**src/rtl/sonic_eth_10g_link_fault_status_source.sv**
```systemverilog
// sonic_eth_10g_link_fault_status_source
// RX reconciliation-sublayer link fault detector for the 10G MAC. Scans the
// 64-bit SDR XGMII receive stream (two columns per clk) for local/remote fault
// Sequence ordered sets and publishes the 2-bit link fault status as an
// Avalon-ST source.
//
// Ports:
//   clk, reset_n      156.25 MHz XGMII RX clock, async active-low reset
//   xgmii_rx_data     64b, column0 = [31:0] (lane0 = [7:0]), column1 = [63:32]
//   xgmii_rx_ctrl     8b, bit i qualifies data byte i
//   out_valid/out_data/out_ready   Avalon-ST status source (00 OK, 01 local, 10 remote)
//   link_fault        live internal status, same encoding
//
// Optional build macro LINK_FAULT_STATS_EN adds:
//   stat_clear        in, synchronous clear of both counters (wins over increment)
//   stat_local_cnt    out 16b, saturating count of entries into local fault
//   stat_remote_cnt   out 16b, saturating count of entries into remote fault

module sonic_eth_10g_link_fault_status_source #(
    parameter int unsigned COL_WINDOW    = 128,
    parameter int unsigned SEQ_THRESHOLD = 4
) (
    input  logic        clk,
    input  logic        reset_n,
    input  logic [63:0] xgmii_rx_data,
    input  logic [7:0]  xgmii_rx_ctrl,
    output logic        out_valid,
    output logic [1:0]  out_data,
    input  logic        out_ready,
    output logic [1:0]  link_fault
`ifdef LINK_FAULT_STATS_EN
    ,
    input  logic        stat_clear,
    output logic [15:0] stat_local_cnt,
    output logic [15:0] stat_remote_cnt
`endif
);

    localparam int unsigned CNT_W     = $clog2(COL_WINDOW) + 1;
    localparam logic [1:0]  LF_OK     = 2'b00;
    localparam logic [1:0]  LF_LOCAL  = 2'b01;
    localparam logic [1:0]  LF_REMOTE = 2'b10;

    logic [CNT_W-1:0] col_cnt_q, col_cnt_d;
    logic [3:0]       seq_cnt_q, seq_cnt_d;
    logic [1:0]       seq_type_q, seq_type_d;
    logic [1:0]       link_fault_q, link_fault_d;
    logic [1:0]       sent_status_q, sent_status_d;
    logic             out_valid_q, out_valid_d;
    logic [1:0]       out_data_q, out_data_d;

    logic [31:0]      col_word;
    logic [3:0]       col_ctrl;
    logic             col_is_fault;
    logic [1:0]       col_type;

    // Fault sequence detection; column1 is evaluated on column0's updated state.
    always_comb begin
        col_cnt_d    = col_cnt_q;
        seq_cnt_d    = seq_cnt_q;
        seq_type_d   = seq_type_q;
        link_fault_d = link_fault_q;
        col_word     = 32'h0;
        col_ctrl     = 4'h0;
        col_is_fault = 1'b0;
        col_type     = LF_OK;
        for (int c = 0; c < 2; c++) begin
            col_word     = xgmii_rx_data[32*c +: 32];
            col_ctrl     = xgmii_rx_ctrl[4*c +: 4];
            col_is_fault = (col_ctrl == 4'b0001) && (col_word[7:0] == 8'h9C) &&
                           (col_word[23:8] == 16'h0000) &&
                           ((col_word[31:24] == 8'h01) || (col_word[31:24] == 8'h02));
            col_type     = (col_word[31:24] == 8'h01) ? LF_LOCAL : LF_REMOTE;
            if (col_is_fault) begin
                col_cnt_d = '0;
                if (col_type != seq_type_d) begin
                    seq_type_d = col_type;
                    seq_cnt_d  = 4'd1;
                end else if (seq_cnt_d < 4'(SEQ_THRESHOLD - 1)) begin
                    seq_cnt_d = seq_cnt_d + 4'd1;
                end else begin
                    link_fault_d = col_type;
                end
            end else if (col_cnt_d == CNT_W'(COL_WINDOW - 1)) begin
                seq_cnt_d    = 4'd0;
                link_fault_d = LF_OK;
                col_cnt_d    = '0;
            end else begin
                col_cnt_d = col_cnt_d + CNT_W'(1);
            end
        end
    end

    // Avalon-ST source: hold data while stalled, re-compare one clk after acceptance.
    always_comb begin
        out_valid_d   = out_valid_q;
        out_data_d    = out_data_q;
        sent_status_d = sent_status_q;
        if (out_valid_q) begin
            if (out_ready) begin
                sent_status_d = out_data_q;
                out_valid_d   = 1'b0;
            end
        end else if (link_fault_q != sent_status_q) begin
            out_valid_d = 1'b1;
            out_data_d  = link_fault_q;
        end
    end

    always_ff @(posedge clk or negedge reset_n) begin
        if (!reset_n) begin
            col_cnt_q     <= '0;
            seq_cnt_q     <= 4'd0;
            seq_type_q    <= LF_OK;
            link_fault_q  <= LF_OK;
            sent_status_q <= LF_OK;
            out_valid_q   <= 1'b0;
            out_data_q    <= 2'b00;
        end else begin
            col_cnt_q     <= col_cnt_d;
            seq_cnt_q     <= seq_cnt_d;
            seq_type_q    <= seq_type_d;
            link_fault_q  <= link_fault_d;
            sent_status_q <= sent_status_d;
            out_valid_q   <= out_valid_d;
            out_data_q    <= out_data_d;
        end
    end

    assign out_valid  = out_valid_q;
    assign out_data   = out_data_q;
    assign link_fault = link_fault_q;

`ifdef LINK_FAULT_STATS_EN
    logic [15:0] stat_local_q, stat_local_d;
    logic [15:0] stat_remote_q, stat_remote_d;

    // Count entries into each fault state, saturating; clear has priority.
    always_comb begin
        stat_local_d  = stat_local_q;
        stat_remote_d = stat_remote_q;
        if (stat_clear) begin
            stat_local_d  = 16'h0000;
            stat_remote_d = 16'h0000;
        end else begin
            if ((link_fault_d == LF_LOCAL) && (link_fault_q != LF_LOCAL) &&
                (stat_local_q != 16'hFFFF)) begin
                stat_local_d = stat_local_q + 16'd1;
            end
            if ((link_fault_d == LF_REMOTE) && (link_fault_q != LF_REMOTE) &&
                (stat_remote_q != 16'hFFFF)) begin
                stat_remote_d = stat_remote_q + 16'd1;
            end
        end
    end

    always_ff @(posedge clk or negedge reset_n) begin
        if (!reset_n) begin
            stat_local_q  <= 16'h0000;
            stat_remote_q <= 16'h0000;
        end else begin
            stat_local_q  <= stat_local_d;
            stat_remote_q <= stat_remote_d;
        end
    end

    assign stat_local_cnt  = stat_local_q;
    assign stat_remote_cnt = stat_remote_q;
`endif

endmodule

```
**config.mk**
```make
export PLATFORM = sky130hd
export DESIGN_NAME = sonic_eth_10g_link_fault_status_source
export DESIGN_NICKNAME = d
export VERILOG_FILES = /design/src/rtl/sonic_eth_10g_link_fault_status_source.sv
export SDC_FILE = /design/constraint.sdc
export NUM_CORES = 1
export LEC_CHECK = 0
export ABC_AREA = 1
export BUFFER_PORTS_ARGS = -buffer_cell sky130_fd_sc_hd__buf_2
export CORE_UTILIZATION = 45
export CTS_BUF_LIST = sky130_fd_sc_hd__clkbuf_4 sky130_fd_sc_hd__clkbuf_8
export CTS_CLUSTER_SIZE = 40
export DETAILED_ROUTE_END_ITERATION = 8
export GPL_ROUTABILITY_DRIVEN = 1
export PLACE_DENSITY = 0.74
export SLEW_MARGIN = 20
export SYNTH_ARGS = -nofsm -noshare
export SYNTH_HDL_FRONTEND = slang
export SYNTH_SLANG_ARGS = --single-unit
```
**constraint.sdc**
```tcl
create_clock -name clk -period 2.4 [get_ports clk]
set_input_delay 0.48 -clock clk [delete_from_list [all_inputs] [get_ports clk]]
set_output_delay 0.48 -clock clk [all_outputs]
set_load 0.005 [all_outputs]
```
==> report_table.html <==
<table>
<tr><th>Metric</th><th>Value</th></tr>
<tr><th colspan="2">Power and ir drop</th></tr>
<tr><td>Internal power of the cells</td><td>roughly 0.00053 W</td></tr>
<tr><td>Fraction of power consumed by sequential logic</td><td>48.6%</td></tr>
<tr><td>Net switching power of the design</td><td>between 0.00015 and 0.0002 W</td></tr>
<tr><td>P_leak</td><td>between 1.5 and 2 nW</td></tr>
<tr><td>Portion of total power attributed to the clock network</td><td>32.1%</td></tr>
<tr><td>Net switching fraction of the power</td><td>26.5%</td></tr>
<tr><td>Logic pwr share</td><td>around a fifth</td></tr>
<tr><td>Worst IR drop on VDD</td><td>221 µV</td></tr>
<tr><td>Cell Pwr Density</td><td>~250 nW/µm²</td></tr>
<tr><th colspan="2">Routing</th></tr>
<tr><td>Total wirelength of the detailed-routed design</td><td>5.20 mm</td></tr>
<tr><td>Antenna-violating nets left</td><td>0</td></tr>
<tr><td>Vias post-DR</td><td>between 2000 and 2500</td></tr>
<tr><td>Via density per instance</td><td>approximately 4.7</td></tr>
<tr><td>Routed wire length per instance</td><td>around 10 µm</td></tr>
<tr><td>First-pass DRT Iterations</td><td>4</td></tr>
<tr><td>Initial DRC count</td><td>around 120</td></tr>
<tr><td>Drc violations</td><td>0</td></tr>
<tr><th colspan="2">GRT</th></tr>
<tr><td>Initial antenna violation count</td><td>0</td></tr>
<tr><td>Remaining global-route overflow</td><td>0</td></tr>
<tr><td>Wire length of the first global-routing pass</td><td>9.12 mm</td></tr>
<tr><td>Total global routing track utilization</td><td>between 20% and 30%</td></tr>
<tr><td>Number of global-route vias before repair</td><td>between 2000 and 2500</td></tr>
<tr><td>Maximum number of pins on one net before global-route repair</td><td>22</td></tr>
<tr><th colspan="2">Layout</th></tr>
<tr><td>Share of layout cells above drive strength 1</td><td>35.2%</td></tr>
<tr><td>Area growth syn-to-layout</td><td>24.4%</td></tr>
<tr><td>Post-Route Utilization</td><td>60.0%</td></tr>
<tr><td>Final #Nets</td><td>~540</td></tr>
<tr><td>Most common cell after layout, fill and taps aside</td><td>nand2_1</td></tr>
<tr><td>Top library cells by usage in the layout, fill and taps aside</td><td>nand2_1, buf_2, inv_1, nor2_1, nand3_1</td></tr>
<tr><td>N_diodes</td><td>0</td></tr>
<tr><th colspan="2">Setup path</th></tr>
<tr><td>Cell with the largest stage delay on the worst path</td><td>dfrtp_1</td></tr>
<tr><td>Register-to-register setup slack</td><td>a little over 0.2 ns</td></tr>
<tr><td>Type of element launching the critical path</td><td>register</td></tr>
<tr><td>Required arrival time at the worst endpoint</td><td>~2.6 ns</td></tr>
<tr><td>Last element of the critical path</td><td>col_cnt_q[3]$_DFF_PN0_</td></tr>
<tr><td>Logic depth of the worst setup path including buffers</td><td>16</td></tr>
<tr><td>Number of cell instances on the worst register-to-register path</td><td>16</td></tr>
<tr><td>FF-to-FF End</td><td>col_cnt_q[3]$_DFF_PN0_</td></tr>
<tr><td>CP max FO</td><td>7</td></tr>
<tr><td>Total buffers and inverters traversed by the critical path</td><td>3</td></tr>
<tr><td>Worst setup path class</td><td>register to register</td></tr>
<tr><td>Most used cell along the critical path</td><td>inv_1</td></tr>
<tr><td>Worst setup startpoint</td><td>col_cnt_q[0]$_DFF_PN0_</td></tr>
<tr><td>Type of destination of the critical path</td><td>register</td></tr>
<tr><td>R2r startpoint</td><td>col_cnt_q[0]$_DFF_PN0_</td></tr>
<tr><td>CP top delay family</td><td>simple AND/OR/NAND/NOR gates</td></tr>
<tr><td>Delay of the slowest cell on the worst path</td><td>just over 0.4 ns</td></tr>
<tr><td>CP cell instances</td><td>ha_1, nand2_2, nor2_2, nand4_2, nor2_4, nor2_4, nand2_1, inv_1, ha_1, inv_1, nor2_1, nand2_1, inv_1, nand2_4, nand2_4, nor2_1</td></tr>
<tr><td>Data arrival time at the worst-slack endpoint</td><td>approximately 2.4 ns</td></tr>
<tr><th colspan="2">Clock tree</th></tr>
<tr><td>Bufs on Longest Clock Path</td><td>2</td></tr>
<tr><td>Total clock buffers created by CTS</td><td>3</td></tr>
<tr><td>TritonCTS clock tree</td><td>done</td></tr>
<tr><td>Count of cells resized by post-cts repair</td><td>0</td></tr>
<tr><td>Clock root buffer</td><td>clkbuf_8</td></tr>
<tr><td>Max H-tree Level</td><td>1</td></tr>
<tr><td>Total clock sinks</td><td>21</td></tr>
<tr><td>Source-to-sink clock delay at the later pin of the worst-skew pair</td><td>about 0.26 ns</td></tr>
<tr><td>Clock transition at the register clock pins on the worst setup and hold paths after CTS</td><td>0.08 ns</td></tr>
<tr><th colspan="2">Timing</th></tr>
<tr><td>Final worst clock skew</td><td>approximately 0.0043 ns</td></tr>
<tr><td>Final count of pins violating max slew</td><td>0</td></tr>
<tr><td>Worst hold-check slack</td><td>0.163 ns</td></tr>
<tr><td>Upper clock frequency limit</td><td>around 460 MHz</td></tr>
<tr><td>Final setup vio count</td><td>0</td></tr>
<tr><td>Final number of hold-violating endpoints</td><td>0</td></tr>
<tr><td>Worst slew margin relative to its limit</td><td>approximately 68%</td></tr>
<tr><td>RSZ-0062 raised after global routing</td><td>false</td></tr>
<tr><td>Total negative slack for setup checks</td><td>0 ns</td></tr>
<tr><td>Least-Margin Pin Slew</td><td>roughly 0.47 ns</td></tr>
<tr><td>Shortest clock period the worst path allows after layout</td><td>around 2.2 ns</td></tr>
<tr><td>Period utilization</td><td>about nine tenths</td></tr>
<tr><td>Post-route setup slack</td><td>~0.21 ns</td></tr>
<tr><th colspan="2">Die</th></tr>
<tr><td>Die W</td><td>between 70 and 80 µm</td></tr>
<tr><td>Total die area</td><td>about 5500 µm²</td></tr>
<tr><td>Die Y-Extent</td><td>roughly 74 µm</td></tr>
<tr><td>Initial Util</td><td>48.2%</td></tr>
<tr><td>Top Ports</td><td>80</td></tr>
<tr><td>Placeable core area</td><td>4880 µm²</td></tr>
<tr><td>Floorplan row count</td><td>25</td></tr>
<tr><th colspan="2">Place</th></tr>
<tr><td>Pre-CTS setup slack</td><td>roughly 0.018 ns</td></tr>
<tr><td>Post-detail-place hpwl</td><td>between 4 and 5 mm</td></tr>
<tr><td>Number of buffer cells added on primary ports</td><td>~80</td></tr>
<tr><td>Final Wtd Congestion</td><td>approximately 0.87</td></tr>
<tr><th colspan="2">Synthesis</th></tr>
<tr><td>Flip-flop and latch count after synthesis</td><td>21</td></tr>
<tr><td>Area contributors post-synth</td><td>dfrtp_1, nand2_1, inv_1</td></tr>
<tr><td>Warning count from the yosys run</td><td>0</td></tr>
<tr><td>Area share of the largest cell type after synthesis</td><td>about 22%</td></tr>
<tr><td>Library cells used by synthesis</td><td>36</td></tr>
<tr><td>Async S/R FF share, synth</td><td>100%</td></tr>
<tr><td>Cell Area, Synth</td><td>around 2400 µm²</td></tr>
<tr><td>Post-synthesis net count</td><td>roughly 450</td></tr>
<tr><td>Number of flops mapped to enable cells by yosys</td><td>0</td></tr>
<tr><td>Primary FF master, synth</td><td>dfrtp_1</td></tr>
<tr><td>Register area share after synthesis</td><td>approximately 22%</td></tr>
<tr><td>Post-synthesis instance total</td><td>366</td></tr>
<tr><td>Mean instance size in the synthesized netlist</td><td>around 6.4 µm²</td></tr>
<tr><td>Largest area contributor in the netlist</td><td>dfrtp_1</td></tr>
<tr><th colspan="2">Outcome</th></tr>
<tr><td>Run status</td><td>finished, final reports clean</td></tr>
<tr><th colspan="2">Flow run</th></tr>
<tr><td>Max capacitance violation total</td><td>0</td></tr>
<tr><th colspan="2">Worst hold path</th></tr>
<tr><td>HP Class</td><td>input port to async pin</td></tr>
</table>
[power by group through the flow]
stage | Clock, W | Combinational [W] | Sequential, W
2_1_floorplan | 0 | 0.0000553 | 0.000361
3_3_place_gp | 0 | 0.000139 | 0.000361
3_5_place_dp | 0 | 0.000142 | 0.000361
4_1_cts | 0.000242 | 0.000142 | 0.000353
5_1_grt | 0.000253 | 0.000161 | 0.000353
6_report | 0.000234 | 0.000140 | 0.000353
[routing by layer]
layer | vias to the layer above | global-route usage (%) | wire [µm]
li1 | 1323 | - | -
met2 | 53 | 40.3 | 2650
met1 | 1086 | 25.2 | 2350
met3 | 4 | 1.22 | 162
met5 | - | 0 | 0
met4 | 0 | 3.77 | 40
[registers in the layout (all words and copies together) (netlist names)]
signal	cells
seq_cnt_q	4
col_cnt_q	8
link_fault	2
sent_status_q	2
seq_type_q	2
out_valid	1
out_data	2
[how the worst min path moves through the flow]
stage / start / end / slack (ns) / cells after the start
floorplan: reset_n / col_cnt_q[0]$_DFF_PN0_ / 0.18 / 0
global placement: reset_n / col_cnt_q[2]$_DFF_PN0_ / 0.46 / 1
detailed placement: reset_n / col_cnt_q[0]$_DFF_PN0_ / 0.46 / 1
CTS: reset_n / col_cnt_q[0]$_DFF_PN0_ / 0.18 / 1
global route: reset_n / col_cnt_q[7]$_DFF_PN0_ / 0.20 / 1
finish: reset_n / col_cnt_q[7]$_DFF_PN0_ / 0.16 / 1
[worst register-to-register path: cells and delay by family (launching register included)]
kind,cells,cell delay [ns]
flops,1,0.41
fa+ha+maj,2,0.41
buf+inv,3,0.25
simple gates,11,1.03
[cell type report]
class	instances	area [µm²]
Timing Repair Buffer	86	448
Clock inverter	1	5.00
Tap cell	67	83.8
Fill cell	487	1950
Sequential cell	21	526
Clock buffer	3	41.3
Inverter	67	251
Multi-Input combinational cell	277	1570
[Yosys cell counts, types with 2 or more instances]
library cell	instances
a21oi_1	5
and3_1	2
dfrtp_1	21
ha_1	4
inv_1	59
inv_2	8
mux2_2	2
nand2_1	88
nand2_2	12
nand2_4	6
nand3_1	24
nand3_2	4
nand3_4	3
nand4_1	8
nand4_2	2
nor2_1	51
nor2_2	19
nor2_4	7
nor2_8	2
nor3_1	2
nor4_1	6
o21ai_0	8
o21ai_1	5
o21ai_2	2
or2_1	2
xor2_1	4
[timing repair]
item                       in CTS  in global routing
setup buffers                   0                  6
setup endpoints to repair       0                 13
hold buffers                    0                  0
[per-stage QoR]
| step | area, µm² | std cells | total power (W) |
|---|---|---|---|
| 2_1_floorplan | 2350 | 366 | 0.000416 |
| 3_3_place_gp | 2840 | 512 | 0.000499 |
| 3_5_place_dp | 2840 | 512 | 0.000502 |
| 4_1_cts | 2880 | 516 | 0.000738 |
| 5_1_grt | 2930 | 522 | 0.000768 |
| 6_report | 2930 | 522 | 0.000727 |
[logic make-up (layout without fill, tap and decap cells)]
kind of cell / Yosys count / after routing / share of synthesized area, %
xor gates and xnor gates: 5 / 5 / 1.86
buffers and inverters: 68 / 157 / 10.8
and+or+nand+nor: 241 / 241 / 55.3
adders and majority gates: 4 / 4 / 2.13
DFF: 21 / 21 / 22.3
AOI/OAI and AO/OA: 25 / 25 / 6.54
muxes: 2 / 2 / 0.957
(Power assumes the default switching activity.)
